==> src/rtl/rr_grant_enc4.sv <==
// Four-requester round-robin arbiter that drives a 2-to-4 decoder with {sel_b_o, sel_a_o}.
// Optional RR_BACK2BACK_EN: re-grant in the ack cycle without an IDLE bubble.
module rr_grant_enc4 #(
    parameter int unsigned TIMEOUT = 15
) (
    input  logic       clk,
    input  logic       rst,
    input  logic [3:0] req_i,
    input  logic       ack_i,
    output logic       sel_a_o,
    output logic       sel_b_o,
    output logic       valid_o,
    output logic       timeout_o
);

    localparam int unsigned WdW = (TIMEOUT == 0) ? 1 : $clog2(TIMEOUT + 1);
    localparam logic [WdW-1:0] WdLast = WdW'((TIMEOUT == 0) ? 0 : TIMEOUT - 1);

    typedef enum logic {
        StIdle,
        StGrant
    } state_e;

    state_e         state_q, state_d;
    logic [1:0]     ptr_q, ptr_d;
    logic [1:0]     idx_q, idx_d;
    logic [WdW-1:0] wd_q, wd_d;
    logic           timeout_q, timeout_d;
    logic [2:0]     win;

    // Returns {found, index} for the first set bit scanning start, start+1, ... (mod 4).
    function automatic logic [2:0] rr_pick(input logic [3:0] req, input logic [1:0] start);
        logic [2:0] res;
        logic [1:0] i;
        res = 3'b000;
        for (int k = 3; k >= 0; k--) begin
            i = start + 2'(k);
            if (req[i]) begin
                res = {1'b1, i};
            end
        end
        return res;
    endfunction

`ifdef RR_BACK2BACK_EN
    logic [2:0] nxt;
    assign nxt = rr_pick(req_i & ~(4'b0001 << idx_q), idx_q + 2'd1);
`endif

    assign win = rr_pick(req_i, ptr_q);

    always_ff @(posedge clk) begin
        if (rst) begin
            state_q   <= StIdle;
            ptr_q     <= 2'd0;
            idx_q     <= 2'd0;
            wd_q      <= '0;
            timeout_q <= 1'b0;
        end else begin
            state_q   <= state_d;
            ptr_q     <= ptr_d;
            idx_q     <= idx_d;
            wd_q      <= wd_d;
            timeout_q <= timeout_d;
        end
    end

    always_comb begin
        state_d   = state_q;
        ptr_d     = ptr_q;
        idx_d     = idx_q;
        wd_d      = wd_q;
        timeout_d = 1'b0;
        unique case (state_q)
            StIdle: begin
                if (win[2]) begin
                    idx_d   = win[1:0];
                    wd_d    = '0;
                    state_d = StGrant;
                end
            end
            StGrant: begin
                // ack takes priority over a watchdog expiry in the same cycle
                if (ack_i) begin
                    ptr_d = idx_q + 2'd1;
`ifdef RR_BACK2BACK_EN
                    if (nxt[2]) begin
                        idx_d = nxt[1:0];
                        wd_d  = '0;
                    end else begin
                        state_d = StIdle;
                    end
`else
                    state_d = StIdle;
`endif
                end else if (TIMEOUT != 0 && wd_q == WdLast) begin
                    ptr_d     = idx_q + 2'd1;
                    timeout_d = 1'b1;
                    state_d   = StIdle;
                end else begin
                    wd_d = wd_q + 1'b1;
                end
            end
            default: state_d = StIdle;
        endcase
    end

    always_comb begin
        valid_o   = (state_q == StGrant);
        sel_a_o   = idx_q[0];
        sel_b_o   = idx_q[1];
        timeout_o = timeout_q;
    end

endmodule

==> config.mk <==
export PLATFORM = sky130hd
export DESIGN_NAME = rr_grant_enc4
export DESIGN_NICKNAME = d
export VERILOG_FILES = /design/src/rtl/rr_grant_enc4.sv
export SDC_FILE = /design/constraint.sdc
export NUM_CORES = 1
export LEC_CHECK = 0
export CAP_MARGIN = 10
export CORE_AREA = 2 2 39 41
export DETAILED_ROUTE_END_ITERATION = 7
export DIE_AREA = 0 0 41 43
export PLACE_DENSITY = 0.71
export REMOVE_ABC_BUFFERS = 1
export SKIP_LAST_GASP = 1
export SLEW_MARGIN = 20
export SYNTH_ARGS = -nofsm -noshare
export SYNTH_HDL_FRONTEND = slang
export SYNTH_SLANG_ARGS = --single-unit
==> constraint.sdc <==
create_clock -name clk -period 1.9 [get_ports clk]
set_clock_uncertainty 0.2 [all_clocks]
set_input_delay 0.38 -clock clk [delete_from_list [all_inputs] [get_ports clk]]
set_output_delay 0.38 -clock clk [all_outputs]
set_load 0.01 [all_outputs]
==> results.yml, run 1 <==
status:
  status: "complete, no violations"
sta:
  period_needed_ns: 1.82
  fin_crit_sh: 0.956
  relSlewSlack: 0.774
  finalWorstSetupSlack_ns: 0.0845
  rsz0062_at_grt: "false"
  max_freq_mhz: 551
  drv_slew: 0
  hold_violations: 0
  tns_ns: 0
  setup_viol_count_final: 0
  hold_slack_ns: 0.305
  worst_slew_pin_slew_ns: 0.336
clock_tree:
  cts_tree: "done"
  clockRootBuffer: "clkbuf_4"
  clockBufferDepth: 2
  hold_buffers: 0
  clkLatencyLatePin_ns: 0.26
  cts.sinks: 10
  cts_buffers: 3
  htreeDepth: 1
  clkTransAtPathRegs_ns: 0.07
die:
  fp.dieH_um: 43
  io_pins: 11
  initial_core_util: 0.398
  fp-row-count: 14
  die_w_um: 41
  core_um2: 1380
  dieArea_um2: 1760
layout:
  nFillCells: 131
  nNetsFinal: 88
  post-route-util: 0.531
  n_antenna_cell: 0
  area_growth_pct: 33.4
  drive_above_1_share: 0.167
grt:
  grt_overflow: 0
  grt_start_max_net_pins: 9
  grt_pass1_wl_um: 1980
  grtUsageTotal: 0.165
  grt_pass1_vias: 485
  antenna_found_initial: 0
critical_path:
  setup.worst_path.class: "flip-flop to primary output"
  critPathMaxFanout: 4
  worstPathCellList: "clkdlybuf4s50_1"
  cp-end-kind: "primary output"
  cp.arrival_ns: 1.24
  worst-path-buf-inv: 1
  worstPathRequired_ns: 1.32
  cpPeakStageDelay_ns: 0.57
  reg2reg_slack_ns: 0.18
  start_kind: "flip-flop"
  crit_family: "buffers and inverters"
  cpMaxStageDelayCell: "clkdlybuf4s50_1"
routing:
  drc: 0
  wirelength_um: 1210
  wl_per_cell_um: 12.9
  antenna_left: 0
  drt_iter0_drc: 10
  vias: 538
  via_per_inst: 5.72
  firstDrtPassIters: 4
synthesis:
  syn_inst: 61
  ys_seq_area_frac: 0.364
  yosys_register_bits: 10
  syn_area_um2: 551
  ys_warn_count: 0
  yosysUniqueCellTypes: 29
  avgSynthCellArea_um2: 9.03
power_and_ir_drop:
  ir_drop_v: 0.000307
  leakage_nw: 0.275
  p_total_mw: 0.509
  clockPowerShare: 0.379
  p_sw_mw: 0.126
  intPower_mw: 0.383
  swShare: 0.248
  comb_power_share: 0.166
  powerDensity_nw_per_um2: 692
  p_seq_frac: 0.455
placed_design:
  gp_routability_congestion: 0.785
  dp_slack_ns: 0.00224
  dpl.hpwl_um: 907
  numPortBuffers: 10
hold_path:
  hp-class: "flip-flop to flip-flop"
flow_run:
  max-cap-violations: 0
==> power by group through the flow <==
stage / clock network [mW] / registers, mW / logic (mW)
final: 0.193 / 0.231 / 0.0842
after global routing: 0.211 / 0.233 / 0.0926
after CTS: 0.192 / 0.231 / 0.0844
after detailed placement: 0 / 0.236 / 0.0834
after global placement: 0 / 0.236 / 0.0826
after floorplan: 0 / 0.235 / 0.0348
==> cells in the mapped netlist <==
cell	number	area share
or2_4	1	0.016
xnor2_1	1	0.016
nor3b_1	1	0.014
clkbuf_1	2	0.014
o221ai_1	1	0.016
and3_1	1	0.011
o211ai_1	3	0.041
nand2_1	1	0.0068
o41ai_1	3	0.048
or2b_1	2	0.027
nor2b_1	1	0.011
dfxtp_1	10	0.36
a21oi_1	7	0.064
or3_1	4	0.045
or2_1	1	0.011
o31ai_1	2	0.027
a41o_1	1	0.018
nor2_1	1	0.0068
a311oi_1	1	0.016
ha_1	2	0.045
nor4_4	1	0.039
nor4_1	1	0.011
inv_1	5	0.034
a31oi_1	1	0.011
nand2b_1	1	0.011
o21ai_0	3	0.027
mux2i_1	1	0.018
nand3_1	1	0.0091
buf_6	1	0.020
==> per-layer routing <==
| layer | part of all wire | vias to the layer above | GRT usage |
|---|---|---|---|
| met5 | 0 | - | 0 |
| met4 | 0.012 | 0 | 0.0800 |
| met3 | 0.070 | 3 | 0.0314 |
| met2 | 0.49 | 21 | 0.244 |
| met1 | 0.42 | 251 | 0.220 |
| li1 | - | 263 | - |
==> cells in the final DEF, fill, tap and decap left out <==
master and instances:
a21oi_1 7, dfxtp_2 1, nor2b_1 1, or2_4 1
nor4_4 1, and3_1 1, dfxtp_1 9, xnor2_1 1
nor2_1 1, a41o_1 1, a31oi_1 1, nand2_1 1
nor3b_1 1, buf_4 6, or2b_1 2, nor4_1 1
clkbuf_4 3, o221ai_1 1, o211ai_1 3, or3_1 4
nand3_1 1, inv_1 5, o41ai_1 3, nand2b_1 1
or2_1 1, clkdlybuf4s50_1 10, clkbuf_8 1, o31ai_1 2
ha_1 2, o21ai_0 3, mux2i_1 1, a311oi_1 1
==> area by class of cell <==
class | count | area [µm²] | share of cell area
flip-flops and latches | 10 | 201 | 0.274
clock buffers | 4 | 36.3 | 0.0494
repair buffers | 16 | 145 | 0.198
inverters | 5 | 18.8 | 0.0256
well taps | 16 | 20.0 | 0.0273
multi-input cells | 43 | 313 | 0.426
==> logic make-up (layout without fill, tap and decap cells) <==
logic type	Yosys count	after routing	synth area share
buf+inv	8	25	0.0682
compound gates	22	22	0.268
mux	1	1	0.0182
fa+ha+maj	2	2	0.0454
flops	10	10	0.364
simple gates	17	17	0.220
xor+xnor	1	1	0.0159
==> registers in the layout, summed over array words and instances (netlist names) <==
| name | count |
|---|---|
| idx_q | 2 |
| ptr_q | 2 |
| timeout_o | 1 |
| valid_o | 1 |
| wd_q | 4 |
==> through the flow <==
step,cells,instance area [µm²]
after CTS,94,733
after floorplan,58,532
after global routing,94,734
after detailed placement,90,697
final,94,734
after global placement,90,697
==> worst paths after layout <==
path                 start  depth (start not counted)       to
setup / recovery  idx_q[0]                          1  sel_a_o
hold / removal     wd_q[3]                          2  wd_q[3]
setup reg to reg   wd_q[0]                          5  wd_q[1]
hold reg to reg    wd_q[3]                          2  wd_q[3]
==> what timing repair did <==
item | 4_1_cts | 5_1_grt
resized for setup | 0 | 1
buffers inserted | 0 | 0
endpoints found under the setup margin | 0 | 1
Note: power is estimated with default switching activity, not from simulation.
==> run 2: changes to the inputs <==
- RECOVER_POWER: not set -> 25
==> results.yml, run 2 (synthesized netlist as in run 1, its figures left out) <==
die:
  dieArea_um2: 1760
  fp-row-count: 14
  initial_core_util: 0.398
  core_um2: 1380
  die_w_um: 41
  io_pins: 11
  fp.dieH_um: 43
critical_path:
  start_kind: "flip-flop"
  critPathMaxFanout: 4
  cp.arrival_ns: 1.24
  cpMaxStageDelayCell: "clkdlybuf4s50_1"
  worstPathRequired_ns: 1.32
  setup.worst_path.class: "flip-flop to primary output"
  worst-path-buf-inv: 1
  cp-end-kind: "primary output"
  cpPeakStageDelay_ns: 0.57
  worstPathCellList: "clkdlybuf4s50_1"
  reg2reg_slack_ns: 0.19
  crit_family: "buffers and inverters"
layout:
  n_antenna_cell: 0
  layout_common_cells: "clkdlybuf4s50_1 (10), dfxtp_1 (9), a21oi_1 (7), inv_1 (5), buf_4 (5)"
  top_register: "wd_q"
  top_regs: "wd_q x4, idx_q x2, ptr_q x2"
  area_growth_pct: 33.4
  final_common_cell: "clkdlybuf4s50_1"
  nNetsFinal: 88
  largest_register_ffs: 4
  drive_above_1_share: 0.167
clock_tree:
  cts.sinks: 10
  clockBufferDepth: 2
  clkTransAtPathRegs_ns: 0.07
  clockRootBuffer: "clkbuf_4"
  cts_tree: "done"
  clkLatencyLatePin_ns: 0.27
  cts_buffers: 3
  htreeDepth: 1
grt:
  grt_overflow: 0
  antenna_found_initial: 0
  grt_pass1_vias: 485
  grt_start_max_net_pins: 9
  grt_pass1_wl_um: 1980
  grtUsageTotal: 0.165
placed_design:
  numPortBuffers: 10
  dpl.hpwl_um: 907
  gp_routability_congestion: 0.785
routing:
  drt_iter0_drc: 9
  vias: 535
  firstDrtPassIters: 4
  drc: 0
  via_per_inst: 5.69
  antenna_left: 0
  wirelength_um: 1210
  wl_per_cell_um: 12.9
hold_path:
  hp-class: "flip-flop to flip-flop"
sta:
  fin_crit_sh: 0.957
  hold_violations: 0
  rsz0062_at_grt: "false"
  relSlewSlack: 0.774
  tns_ns: 0
  worst_slew_pin_slew_ns: 0.337
  max_freq_mhz: 550
  setup_viol_count_final: 0
  period_needed_ns: 1.82
  drv_slew: 0
power_and_ir_drop:
  ir_drop_v: 0.000306
  powerDensity_nw_per_um2: 694
  p_total_mw: 0.510
  leakage_nw: 0.275
status:
  status: "complete, no violations"
flow_run:
  max-cap-violations: 0
[run 2: cell count changes in the layout (fill, tap and decap cells not counted), sizes merged]
cell / previous run / this run
buf: 6 / 5
clkbuf: 4 / 5
[run 2: timing repair]
action | in CTS | in global routing
resized for setup | 0 | 1
endpoints found under the setup margin | 0 | 1
hold endpoints to repair | 0 | 0
buffers inserted | 0 | 0
hold buffers | 0 | 0
[run 2: tightest hold or removal path, cell delays in order, from the launching register on]
cell     delay (ns)
dfxtp_1        0.33
o31ai_1        0.07
a21oi_1        0.06
[run 2: per-layer routing]
metal	routed length [µm]	vias up	global-route usage
li1	-	266	-
met1	544	251	0.220
met2	592	15	0.244
met3	60	3	0.0314
met4	14	0	0.0800
met5	0	-	0
[run 2: path summary, 6_finish.rpt]
| check | startpoint | endpoint | cells past startpoint |
|---|---|---|---|
| worst max-delay path | idx_q[0] | sel_a_o | 1 |
| worst min-delay path | wd_q[3] | wd_q[3] | 2 |
| worst max register to register | wd_q[0] | wd_q[1] | 5 |
| worst min register to register | wd_q[3] | wd_q[3] | 2 |
[run 2: power by group]
group          switching [mW]  internal [mW]
Combinational          0.0370         0.0468
Clock                  0.0783          0.116
Sequential             0.0122          0.219
Total                   0.127          0.382
[run 2: layout make-up]
class,count,area [µm²]
sequential,10,201
tap,16,20.0
fill,131,649
clock buffer,4,36.3
multi-input combinational,43,313
inverter,5,18.8
timing repair buffer,16,145
[run 2: metrics by stage]
stage | util | instances | hold slack (ns) | setup slack [ns] | instance area (µm²)
5_1_grt | 0.531 | 94 | 0.347 | 0.0342 | 734
4_1_cts | 0.530 | 94 | 0.311 | 0.00468 | 733
6_report | 0.531 | 94 | 0.308 | 0.0820 | 734
3_5_place_dp | 0.504 | 90 | 0.303 | 0.00224 | 697
3_3_place_gp | 0.504 | 90 | 0.278 | 0.0284 | 697
2_1_floorplan | - | 58 | 0.249 | 0.301 | 532
